==> src/rtl/dap_swd_transfer.sv <==
// SWD transfer engine: frames request/ACK/data/idle into DAP_Seqence bit sequences.
// Define DAP_SWD_DATA_PHASE_EN to run a dummy data phase after WAIT/FAULT.
module dap_swd_transfer #(
    parameter int unsigned SEQ_GAP         = 8,
    parameter logic [3:0]  SEQ_CMD_SWD_SEQ = 4'h3
) (
    input  logic        clk,
    input  logic        resetn,
    input  logic        xfer_req_valid,
    output logic        xfer_req_ready,
    input  logic        xfer_apndp,
    input  logic        xfer_rnw,
    input  logic [1:0]  xfer_addr,
    input  logic [31:0] xfer_wdata,
    input  logic [1:0]  cfg_turn,
    input  logic [6:0]  cfg_idle,
    input  logic [15:0] cfg_retry,
    output logic        xfer_rsp_valid,
    output logic [2:0]  xfer_rsp_ack,
    output logic [31:0] xfer_rsp_rdata,
    output logic        xfer_rsp_perr,
    output logic        seq_tx_valid,
    output logic [15:0] seq_tx_cmd,
    output logic [63:0] seq_tx_data,
    input  logic        seq_rx_valid,
    input  logic [63:0] seq_rx_data,
    input  logic        seq_tx_full
);

    typedef enum logic [2:0] {
        S_IDLE,
        S_REQ,
        S_ACK,
        S_DATA,
        S_IDLE_CYC,
        S_RESP
    } state_t;

    typedef enum logic {
        PH_TX,
        PH_GAP
    } phase_t;

    localparam int unsigned GW = $clog2(SEQ_GAP + 1);
    localparam logic [2:0] ACK_OK   = 3'b001;
    localparam logic [2:0] ACK_WAIT = 3'b010;

    state_t        state_q, state_d, nxt, post_data;
    phase_t        phase_q, phase_d;
    logic [GW-1:0] gap_q, gap_d;
    logic          rx_prev_q;
    logic [63:0]   rx_q, rx_d;

    logic          apndp_q, rnw_q;
    logic [1:0]    addr_q, turn_q;
    logic [31:0]   wdata_q;
    logic [6:0]    idle_q;
    logic [15:0]   retry_q, retry_d;

    logic [2:0]    ack_q, ack_d;
    logic [31:0]   rdata_q, rdata_d;
    logic          perr_q, perr_d;
    logic          rsp_valid_q, rsp_valid_d;

    logic          tx_valid_q, tx_valid_d, tx_load;
    logic [15:0]   tx_cmd_q, cmd_w;
    logic [63:0]   tx_data_q, data_w;
    logic          cmd_t;
    logic [6:0]    cmd_n;

    logic          accept, rx_rise, gap_done, go;
    logic          e_apndp, e_rnw;
    logic [1:0]    e_addr;
    logic [5:0]    ack_base;
    logic [2:0]    ack_dec;
    logic [31:0]   rd_dec;
    logic          rd_par;
    logic          unused_ok;

    assign accept  = (state_q == S_IDLE) & xfer_req_valid;
    assign rx_rise = seq_rx_valid & ~rx_prev_q;

    assign e_apndp = accept ? xfer_apndp : apndp_q;
    assign e_rnw   = accept ? xfer_rnw : rnw_q;
    assign e_addr  = accept ? xfer_addr : addr_q;

    // Ack sits after the turnaround; writes also carry the host turnaround.
    assign ack_base = rnw_q ? 6'd2 : 6'(turn_q) + 6'd3;
    assign ack_dec  = {rx_q[ack_base - 6'd2],
                       rx_q[ack_base - 6'd1],
                       rx_q[ack_base]};

    always_comb begin
        rd_dec = '0;
        for (int k = 0; k < 32; k++) begin
            rd_dec[k] = rx_q[6'(33 - k) + 6'(turn_q)];
        end
    end

    assign rd_par = rx_q[6'(turn_q) + 6'd1];

    always_comb begin
        state_d     = state_q;
        phase_d     = phase_q;
        gap_d       = gap_q;
        rx_d        = rx_q;
        retry_d     = retry_q;
        ack_d       = ack_q;
        rdata_d     = rdata_q;
        perr_d      = perr_q;
        tx_valid_d  = tx_valid_q;
        tx_load     = 1'b0;
        rsp_valid_d = 1'b0;
        gap_done    = 1'b0;
        go          = 1'b0;
        nxt         = state_q;
        post_data   = (idle_q == 7'd0) ? S_RESP : S_IDLE_CYC;

        case (state_q)
            S_IDLE: begin
                if (xfer_req_valid) begin
                    go      = 1'b1;
                    nxt     = S_REQ;
                    retry_d = cfg_retry;
                    ack_d   = '0;
                    rdata_d = '0;
                    perr_d  = 1'b0;
                end
            end
            S_RESP: begin
                state_d = S_IDLE;
            end
            default: begin
                if (phase_q == PH_TX) begin
                    if (rx_rise) begin
                        rx_d       = seq_rx_data;
                        tx_valid_d = 1'b0;
                        phase_d    = PH_GAP;
                        gap_d      = '0;
                    end
                end else if (seq_rx_valid) begin
                    gap_d = '0;
                end else if (gap_q != GW'(SEQ_GAP - 1)) begin
                    gap_d = gap_q + 1'b1;
                end else begin
                    gap_done = 1'b1;
                end
            end
        endcase

        if (gap_done) begin
            go = 1'b1;
            case (state_q)
                S_REQ: nxt = S_ACK;
                S_ACK: begin
                    ack_d = ack_dec;
                    if (ack_dec == ACK_OK) begin
                        nxt = S_DATA;
                    end else if (ack_dec == ACK_WAIT && retry_q != '0) begin
                        retry_d = retry_q - 1'b1;
                        nxt     = S_REQ;
                    end else begin
`ifdef DAP_SWD_DATA_PHASE_EN
                        nxt = S_DATA;
`else
                        nxt = post_data;
`endif
                    end
                end
                S_DATA: begin
                    if (rnw_q && ack_q == ACK_OK) begin
                        rdata_d = rd_dec;
                        perr_d  = rd_par ^ (^rd_dec);
                    end
                    nxt = post_data;
                end
                default: nxt = S_RESP;
            endcase
        end

        if (go) begin
            state_d = nxt;
            if (nxt == S_RESP) begin
                rsp_valid_d = 1'b1;
            end else begin
                phase_d    = PH_TX;
                tx_valid_d = 1'b1;
                tx_load    = 1'b1;
            end
        end
    end

    // Command for the state being entered; only sampled when tx_load is set.
    always_comb begin
        cmd_t  = 1'b0;
        cmd_n  = '0;
        data_w = '0;
        case (state_d)
            S_REQ: begin
                cmd_n         = 7'd8;
                data_w[63:56] = {1'b1, e_apndp, e_rnw, e_addr[0], e_addr[1],
                                 e_apndp ^ e_rnw ^ e_addr[0] ^ e_addr[1],
                                 1'b0, 1'b1};
            end
            S_ACK: begin
                cmd_t = 1'b1;
                cmd_n = rnw_q ? 7'(turn_q) + 7'd4
                              : {4'd0, turn_q, 1'b0} + 7'd5;
            end
            S_DATA: begin
                if (rnw_q) begin
                    cmd_t = 1'b1;
                    cmd_n = 7'(turn_q) + 7'd34;
                end else begin
                    cmd_n = 7'd33;
                    if (ack_d == ACK_OK) begin
                        for (int k = 0; k < 32; k++) begin
                            data_w[63-k] = wdata_q[k];
                        end
                        data_w[31] = ^wdata_q;
                    end
                end
            end
            S_IDLE_CYC: cmd_n = idle_q;
            default: ;
        endcase
    end

    assign cmd_w = {SEQ_CMD_SWD_SEQ, 4'h0, cmd_t, cmd_n};

    always_ff @(posedge clk or negedge resetn) begin
        if (!resetn) begin
            state_q     <= S_IDLE;
            phase_q     <= PH_TX;
            gap_q       <= '0;
            rx_prev_q   <= 1'b0;
            rx_q        <= '0;
            apndp_q     <= 1'b0;
            rnw_q       <= 1'b0;
            addr_q      <= '0;
            turn_q      <= '0;
            wdata_q     <= '0;
            idle_q      <= '0;
            retry_q     <= '0;
            ack_q       <= '0;
            rdata_q     <= '0;
            perr_q      <= 1'b0;
            rsp_valid_q <= 1'b0;
            tx_valid_q  <= 1'b0;
            tx_cmd_q    <= '0;
            tx_data_q   <= '0;
        end else begin
            state_q     <= state_d;
            phase_q     <= phase_d;
            gap_q       <= gap_d;
            rx_prev_q   <= seq_rx_valid;
            rx_q        <= rx_d;
            retry_q     <= retry_d;
            ack_q       <= ack_d;
            rdata_q     <= rdata_d;
            perr_q      <= perr_d;
            rsp_valid_q <= rsp_valid_d;
            tx_valid_q  <= tx_valid_d;
            if (accept) begin
                apndp_q <= xfer_apndp;
                rnw_q   <= xfer_rnw;
                addr_q  <= xfer_addr;
                wdata_q <= xfer_wdata;
                turn_q  <= cfg_turn;
                idle_q  <= cfg_idle;
            end
            if (tx_load) begin
                tx_cmd_q  <= cmd_w;
                tx_data_q <= data_w;
            end
        end
    end

    assign xfer_req_ready = (state_q == S_IDLE);
    assign xfer_rsp_valid = rsp_valid_q;
    assign xfer_rsp_ack   = ack_q;
    assign xfer_rsp_rdata = rdata_q;
    assign xfer_rsp_perr  = perr_q;
    assign seq_tx_valid   = tx_valid_q;
    assign seq_tx_cmd     = tx_cmd_q;
    assign seq_tx_data    = tx_data_q;

    assign unused_ok = &{1'b0, seq_tx_full};

endmodule

==> config.mk <==
export PLATFORM = sky130hd
export DESIGN_NAME = dap_swd_transfer
export DESIGN_NICKNAME = d
export VERILOG_FILES = /design/src/rtl/dap_swd_transfer.sv
export SDC_FILE = /design/constraint.sdc
export NUM_CORES = 1
export LEC_CHECK = 0
export CAP_MARGIN = 25
export CORE_MARGIN = 4
export CORE_UTILIZATION = 40
export DETAILED_ROUTE_END_ITERATION = 8
export PLACE_DENSITY_LB_ADDON = 0.1
export SYNTH_ARGS = -nofsm -noshare
export SYNTH_HDL_FRONTEND = slang
export SYNTH_SLANG_ARGS = --single-unit
==> constraint.sdc <==
create_clock -name clk -period 4.9 [get_ports clk]
set_input_delay 1.225 -clock clk [delete_from_list [all_inputs] [get_ports clk]]
set_output_delay 1.225 -clock clk [all_outputs]
set_load 0.02 [all_outputs]
Word level (Yosys, flattened, before mapping)
Index checks and enable logic that the tools add are counted.

operators by class
  add/sub/neg operators = 40
  order comparisons = 36
  equal/unequal tests = 15
  muxes and demuxes = 139
  bitwise logic cells = 9
  reductions and logical operators = 11

operators with widths
  kind                   number
  $bmux 1 s6             36
  $mux 32                5
  $lt 6x7->1 const B     21
  $add 5x2->6 const A    16
  $mux 16                6
  $mux 1                 66
  $mux 33                2
  $reduce_xor 32->1      2
  $lt 5x7->1 const B     8
  $add 4x2->5 const A    8
  $mux 3                 11
  $lt 4x7->1 const B     4
  $pmux 7 s4             1
  $mux 25                1
  $lt 3x7->1 const B     3
  $mux 4                 5
  $add 3x2->4 const A    4
  $pmux 8 s2             1
  $reduce_bool 16->1     1
  $sub 16x1->16 const B  1
  $eq 3x1->1 const B     5
  $eq 3x2->1 const B     5
  $add 6x2->6 const A    2
  $eq 3x3->1 const B     3
  24 further kinds       33

word-level totals
  bits in registers = 214
  input port bits = 130
  logic and storage cells = 269

Logic depth before layout (Yosys ltp)
Gate-level depths: netlist of run 1.

  depth after elaboration = 14
  depth in mapped cells = 16
  mapped depth without buffers = 13

Worst setup path after synthesis of run 1
Ideal clock, no wire load.

  path kind = reg2reg
  start = register turn_q[1]
  end = register tx_data_q[37], in the netlist seq_tx_data[37]
  data arrival time = 4.517 ns
  required time = 4.834 ns
  slack = 0.317 ns
  stages on the path, launching flop included = 16
  path buffers = 4
  cell sequence = dfrtp_1 -> clkbuf_1 -> buf_1 -> clkinv_1 -> ha_1 -> buf_4 -> or2_2 -> ha_1 -> a2111oi_0 -> mux2i_1 -> o2111ai_1 -> a21oi_1 -> nand2_1 -> nor4b_4 -> buf_6 -> a22o_1

on the way
  word-level cells in the longest chain between the ends = 14
  elaborated cells on any way between the ends = 28

RTL lines
  element                                            RTL line  text
  start, declared                                    55        logic [1:0] addr_q, turn_q;
  start signal, assigned                             269       turn_q <= cfg_turn;
  $add 2x2->3 (*)                                    88        assign ack_base = rnw_q ? 6'd2 : 6'(turn_q) + 6'd3;
  $mux 6 (*)                                         88
  $sub 6x1->6 / $sub 6x2->6 (equally long branches)  90, 89
  $bmux 1 s6, on equally long branches               90, 89
  $mux 1, on equally long branches                   90, 89
  $eq 3x2->1                                         159       end else if (ack_dec == ACK_WAIT && retry_q != '0) begin
  $logic_and 1x1->1                                  159
  $mux 3                                             159
  $mux 3                                             157       if (ack_dec == ACK_OK) begin
  $pmux 3 s3                                         153       case (state_q)
  $mux 3                                             151       if (gap_done) begin
  $mux 3 / $eq 3x3->1 (equally long branches)        181, 183
  $eq 3x2->1 / $mux 1 (equally long branches)        198, 183
  $mux 25 / $mux 1 (equally long branches)           198, 181
  end signal, assigned                               274       tx_data_q <= data_w;
  end, declared                                      67        logic [63:0] tx_data_q, data_w;

Mark *: on every way between the ends. The rest lies on a longest branch, timed or not. The select of a mux whose other input is x is not followed.
A chain may end at the register's enable or synchronous reset.

Worst setup path after layout of run 1
  start = register turn_q[1]
  end = register tx_data_q[36], in the netlist seq_tx_data[36]

The elaborated chain is that of the path after synthesis.

==> results_dict.tcl, run 1 <==
set metrics [dict create \
    grt_usage_pct 18.9 \
    antenna_found_initial 0 \
    arrival_ns 4.70 \
    path_common_cell "buf_4" \
    viasPerCell 5.24 \
    final_nets 1326 \
    p_per_area_nw_per_um2 589 \
    top_layer "met4" \
    slew_viol_final 0 \
    worstPathCellList "clkinv_1 -> ha_1 -> buf_4 -> inv_1 -> a2111oi_0 -> mux2i_1 -> o211ai_1 -> o31ai_4 -> nand2_1 -> nor4b_4 -> buf_4 -> a22o_1" \
    clkTransAtPathRegs_ns 0.08 \
    clk_latency_ns 0.44 \
    die_height_um 171 \
    antennaDiodeCount 0 \
    setup_viol 0 \
    path_buf_inv 4 \
    clk_path_buf_depth 2 \
    dr_wl_met3_um 1330 \
    drt-met1-wl_um 13900 \
    synth.yosys.seq_area_share_pct 46.4 \
    first_global_vias 7716 \
    die_w_um 171 \
    relSlewSlack_pct 36.4 \
    ioPinCount 249 \
    fin_setup_tns_ns 0 \
    drtIter0Drc 803 \
    design.die.area_sq_um 29300 \
    async_flop_share_pct 100 \
    fill_cells 2408 \
    start_util_pct 40.7 \
    cpPeakStageDelay_ns 0.58 \
    p_seq_share_pct 31.1 \
    ys_ff_latch 197 \
    met2_length_um 12300 \
    rsz0062_at_grt "no" \
    numCtsBuffers 17 \
    fp-row-count 59 \
    comb_power_share_pct 50.4 \
    criticalPathCategory "flop to flop" \
    drt_wl_total_um 27900 \
    register_area_sq_um 4930 \
    post-route-period-util_pct 88.2 \
    place.gp.congestion 0.839 \
    critPathMaxFanout 26 \
    drive_above_1_share_pct 13.6 \
    vias 8059 \
    grt_pass1_wl_um 43800 \
    hpwlAfterDp_um 19600 \
    critPathCaptureType "flop" \
    synth-main-ff-cell "dfrtp_1" \
    hold_buffers 0 \
    hp-class "flop to flop" \
    synth_warnings 0 \
    netlist_instances 1020 \
    cap_violations 0 \
    internal_power_w 0.00479 \
    outcome "completed" \
    skew_ns 0.0192 \
    drcViolationCount 0 \
    pwr-share-clk_pct 18.5 \
    final_cell_mix "dfrtp_1, clkdlybuf4s50_1, nand2_1, xnor2_1, nor2_1" \
    grt_overflow 0 \
    final_common_cell "dfrtp_1" \
    p_leak_nw 5.98 \
    ant_nets 0 \
    tightest_slew_ns 0.954 \
    yosysUniqueCellTypes 70 \
    h-tree-depth 4 \
    utilization_pct 51.2 \
    core_area_sq_um 26100 \
    required_ns 5.27 \
    dr.pass1.iters 5 \
    worst_path_max_delay_cell "o31ai_4" \
    cp_top_family "compound AO/OA/AOI/OAI gates" \
    period_minus_slack_ns 4.32 \
    numClockSinks 197 \
    avgSynthCellArea_sq_um 10.4 \
    cts-root-buf "clkbuf_16" \
    syn2layout_area_growth_pct 25.7 \
    grt_max_degree 109 \
    finalHoldViolations 0 \
    multiInputGateArea_sq_um 5230 \
    vdd_drop_max_mv 0.558 \
    io_buffers 193 \
    netlist_area_sq_um 10600 \
    clock.fmax_mhz 231 \
    switching_share_pct 39.1 \
    tritoncts "done" \
    synth_edf_count 0 \
    critPathLaunchType "flop" \
    wl_per_cell_um 18.1 \
    p_switching_w 0.00308 \
]
power groups by stage:
| stage | registers, W | clock network (W) | logic (W) |
|---|---|---|---|
| global route | 0.00252 | 0.00157 | 0.00434 |
| global placement | 0.00247 | 0 | 0.00395 |
| floorplan | 0.00235 | 0 | 0.00316 |
| detailed placement | 0.00248 | 0 | 0.00396 |
| finish | 0.00245 | 0.00146 | 0.00397 |
| CTS | 0.00245 | 0.00151 | 0.00398 |
what timing repair did:
item	CTS	global route
resized for setup	0	1
buffers inserted	0	0
setup endpoints to repair	0	28
hold endpoints to repair	0	0
area by class of cell:
cell class | count | area share [%]
tap | 335 | 3.14
timing repair buffer | 213 | 15.6
clock inverter | 15 | 1.47
inverter | 22 | 0.618
sequential | 197 | 36.9
multi-input combinational | 740 | 39.1
clock buffer | 17 | 3.18
state kept, by name (all words and copies together) (netlist names), 2 cells and up:
register / flops
addr_q: 2
gap_q: 4
idle_q: 7
retry_q: 16
rx_q: 47
seq_tx_cmd: 9
seq_tx_data: 33
state_q: 3
turn_q: 2
wdata_q: 32
xfer_rsp_ack: 3
xfer_rsp_rdata: 32
tightest hold or removal path: stages, from the launching register on:
cell	delay [ns]
dfrtp_1	0.34
nand3_1	0.06
o21ai_0	0.07
cell usage after synthesis, drive strengths merged, types with 5 or more instances:
cell type / n / area share, %
clkbuf: 40 / 1.4
mux2: 53 / 5.6
or3: 10 / 0.64
nand2: 170 / 6.0
nand3: 52 / 2.4
mux4: 30 / 6.4
buf: 57 / 3.8
a211oi: 5 / 0.35
xnor2: 55 / 4.5
nor2b: 5 / 0.29
o21a: 8 / 0.56
nor3: 11 / 0.56
nor2: 55 / 2.0
a21oi: 29 / 1.4
a22oi: 5 / 0.35
dfrtp: 197 / 46
a31oi: 8 / 0.47
xor2: 10 / 0.82
o21ai: 53 / 2.5
a22o: 34 / 2.8
and2: 8 / 0.47
ha: 5 / 0.59
inv: 21 / 0.74
mux2i: 34 / 3.2
worst paths after layout:
| kind | cells after the start | startpoint | to | slack (ns) |
|---|---|---|---|---|
| setup / recovery | 12 | turn_q[1] | seq_tx_data[36] | 0.58 |
| setup reg to reg | 12 | turn_q[1] | seq_tx_data[36] | 0.58 |
| max in group asynchronous | 2 | resetn | seq_tx_data[53] | 3.01 |
| min in group asynchronous | 1 | resetn | retry_q[5] | 0.86 |
| hold reg to reg | 2 | xfer_rsp_rdata[28] | xfer_rsp_rdata[28] | 0.50 |
| hold / removal | 2 | xfer_rsp_rdata[28] | xfer_rsp_rdata[28] | 0.50 |
metal layers:
layer  vias up  GRT usage, %
met5         -             0
met4         0          4.58
met3        21          3.67
met2       206          27.0
met1      3973          29.6
li1       3859             -
metrics by stage:
stage / power (W) / area, sq um / hold slack, ns / cells / worst slack, ns
after floorplan: 0.00551 / 10800 / 0.460 / 1056 / 0.317
after global placement: 0.00642 / 12700 / 0.477 / 1507 / 0.268
after detailed placement: 0.00645 / 12700 / 0.483 / 1507 / 0.303
after CTS: 0.00793 / 13400 / 0.506 / 1539 / 0.259
after global routing: 0.00843 / 13400 / 0.530 / 1539 / 0.134
final: 0.00788 / 13400 / 0.502 / 1539 / 0.578
logic make-up after synthesis:
group                      share of synthesized area (%)
DFF                                                 46.4
adders and majority gates                          0.588
xor gates and xnor gates                            5.79
muxes                                               15.2
AOI/OAI and AO/OA                                   11.7
other                                             0.0353
buffers and inverters                               5.94
and+or+nand+nor                                     14.4
No activity file was read; power rests on OpenSTA's default activity.
==> inputs of run 2 (changes only) <==
ABC_CLOCK_PERIOD_IN_PS = 4900   (was not set)
CTS_BUF_LIST = sky130_fd_sc_hd__clkbuf_8   (was not set)
==> run 2 against run 1 <==
  * Cell area down 1.4%
  * Highest routed layer unchanged
  * Critical endpoint unchanged
  * Cell count is the same
  * Wire length shrank 0.73%
  * Register-to-register slack lost 0.02 ns
  * Worst hold slack improved by 0.011 ns
  * Critical path type unchanged
  * First-iteration DRC count fell by 0.62%
  * Combinational power about the same
  * Flip-flop and latch count stayed put
  * Critical path depth unchanged
==> results_dict.tcl, run 2 (synthesis gave the netlist of run 1 again) <==
set metrics [dict create \
    post-route-period-util_pct 88.6 \
    dp.cells 1507 \
    dr_wl_met3_um 1330 \
    fp-row-count 59 \
    relSlewSlack_pct 36.4 \
    largest_reg_flops 47 \
    critPathCaptureType "flop" \
    p_leak_nw 5.89 \
    final_nets 1326 \
    setup_viol 0 \
    fin_cells 1539 \
    path_common_cell "buf_4" \
    drcViolationCount 0 \
    cts-root-buf "clkbuf_8" \
    ioPinCount 249 \
    clk_path_buf_depth 2 \
    finalHoldViolations 0 \
    die_height_um 171 \
    hpwlAfterDp_um 19600 \
    placed_area_sq_um 12700 \
    final_cell_mix "dfrtp_1, clkdlybuf4s50_1, nand2_1, xnor2_1, nor2_1" \
    drtIter0Drc 798 \
    drive_above_1_share_pct 13.6 \
    cp_top_family "compound AO/OA/AOI/OAI gates" \
    numClockSinks 197 \
    slew_viol_final 0 \
    tritoncts "done" \
    tightest_slew_ns 0.954 \
    arrival_ns 4.75 \
    antenna_found_initial 0 \
    critPathLaunchType "flop" \
    numCtsBuffers 17 \
    fin_setup_tns_ns 0 \
    cp-endpoint "seq_tx_data[36]" \
    met2_length_um 12200 \
    p_switching_w 0.00302 \
    place.gp.congestion 0.839 \
    top_register "rx_q" \
    antennaDiodeCount 0 \
    cap_violations 0 \
    r2r_slack_ns 0.56 \
    drt_wl_total_um 27700 \
    worstPathCellList "clkinv_1 -> ha_1 -> buf_4 -> inv_1 -> a2111oi_0 -> mux2i_1 -> o211ai_1 -> o31ai_4 -> nand2_1 -> nor4b_4 -> buf_4 -> a22o_1" \
    vias 8081 \
    viasPerCell 5.25 \
    final_area_sq_um 13200 \
    final_common_cell "dfrtp_1" \
    vdd_drop_max_mv 0.547 \
    rr_endpoint "seq_tx_data[36]" \
    die_w_um 171 \
    fin_total_pwr_w 0.00752 \
    cpPeakStageDelay_ns 0.58 \
    io_buffers 193 \
    clock.fmax_mhz 230 \
    path_buf_inv 4 \
    cts_setup_buffers 0 \
    switching_share_pct 40.2 \
    core_area_sq_um 26100 \
    grt_pass1_wl_um 43600 \
    startpoint "turn_q[1]" \
    ant_nets 0 \
    outcome "completed" \
    worst_path_max_delay_cell "o31ai_4" \
    wl_per_cell_um 18.0 \
    grt_max_degree 109 \
    ff2ff_path_depth 12 \
    design.die.area_sq_um 29300 \
    p_seq_share_pct 32.6 \
    critPathMaxFanout 26 \
    internal_power_w 0.00449 \
    fill_cells 2424 \
    rsz0062_at_grt "no" \
    r2r_start "turn_q[1]" \
    clk_latency_ns 0.48 \
    clkTransAtPathRegs_ns 0.11 \
    comb_power_share_pct 52.6 \
    criticalPathCategory "flop to flop" \
    first_global_vias 7735 \
    dr.pass1.iters 5 \
    start_util_pct 40.7 \
    grt_usage_pct 18.8 \
    syn2layout_area_growth_pct 23.9 \
    period_minus_slack_ns 4.34 \
    h-tree-depth 4 \
    top_layer "met4" \
    p_per_area_nw_per_um2 570 \
    pwr-share-clk_pct 14.8 \
    required_ns 5.31 \
    drt-met1-wl_um 13700 \
    skew_ns 0.0233 \
    worstSetupPathDepth 12 \
    grt_overflow 0 \
    hp-class "flop to flop" \
]
[run 2: tightest hold or removal path, stage by stage, from the launching register on]
cell and delay (ns):
dfrtp_1 0.36, nand3_1 0.07, nand2_1 0.06
[run 2: how the worst min path moves through the flow]
stage,depth (start not counted),end,start
after floorplan,1,retry_q[2],retry_q[2]
after global placement,1,seq_tx_cmd[12],seq_tx_cmd[12]
after detailed placement,1,seq_tx_cmd[12],seq_tx_cmd[12]
after CTS,1,seq_tx_cmd[12],seq_tx_cmd[12]
after global routing,1,seq_tx_data[54],seq_tx_data[54]
final,2,xfer_rsp_rdata[3],xfer_rsp_rdata[3]
[run 2: through the flow]
| stage | hold WS [ns] | util [%] | setup slack, ns |
|---|---|---|---|
| global placement | 0.477 | 48.7 | 0.268 |
| detailed placement | 0.483 | 48.7 | 0.303 |
| finish | 0.513 | 50.4 | 0.560 |
| global route | 0.539 | 50.4 | 0.132 |
| floorplan | 0.460 | - | 0.317 |
| CTS | 0.515 | 50.4 | 0.263 |
[run 2: metal layers]
metal / up-vias / GRT usage [%]
li1: 3867 / -
met4: 0 / 4.89
met2: 213 / 26.9
met1: 3979 / 29.5
met5: - / 0
met3: 22 / 2.98
[run 2: cell type report]
cell class | count | area [sq um] | share of cell area [%]
Clock buffer | 17 | 234 | 1.78
Inverter | 22 | 82.6 | 0.627
Timing Repair Buffer | 213 | 2090 | 15.8
Sequential cell | 197 | 4930 | 37.4
Multi-Input combinational cell | 740 | 5230 | 39.7
Clock inverter | 15 | 196 | 1.49
Tap cell | 335 | 419 | 3.18
[run 2: what timing repair did]
action	4_1_cts	5_1_grt
hold buffers	0	0
resized for setup	0	1
endpoints found under the setup margin	0	28
[run 2: power groups by stage]
stage / Sequential [W] / Clock, W / Combinational (W)
floorplan: 0.00235 / 0 / 0.00316
global placement: 0.00247 / 0 / 0.00395
detailed placement: 0.00248 / 0 / 0.00396
CTS: 0.00244 / 0.00116 / 0.00398
global route: 0.00251 / 0.00122 / 0.00433
finish: 0.00245 / 0.00111 / 0.00396
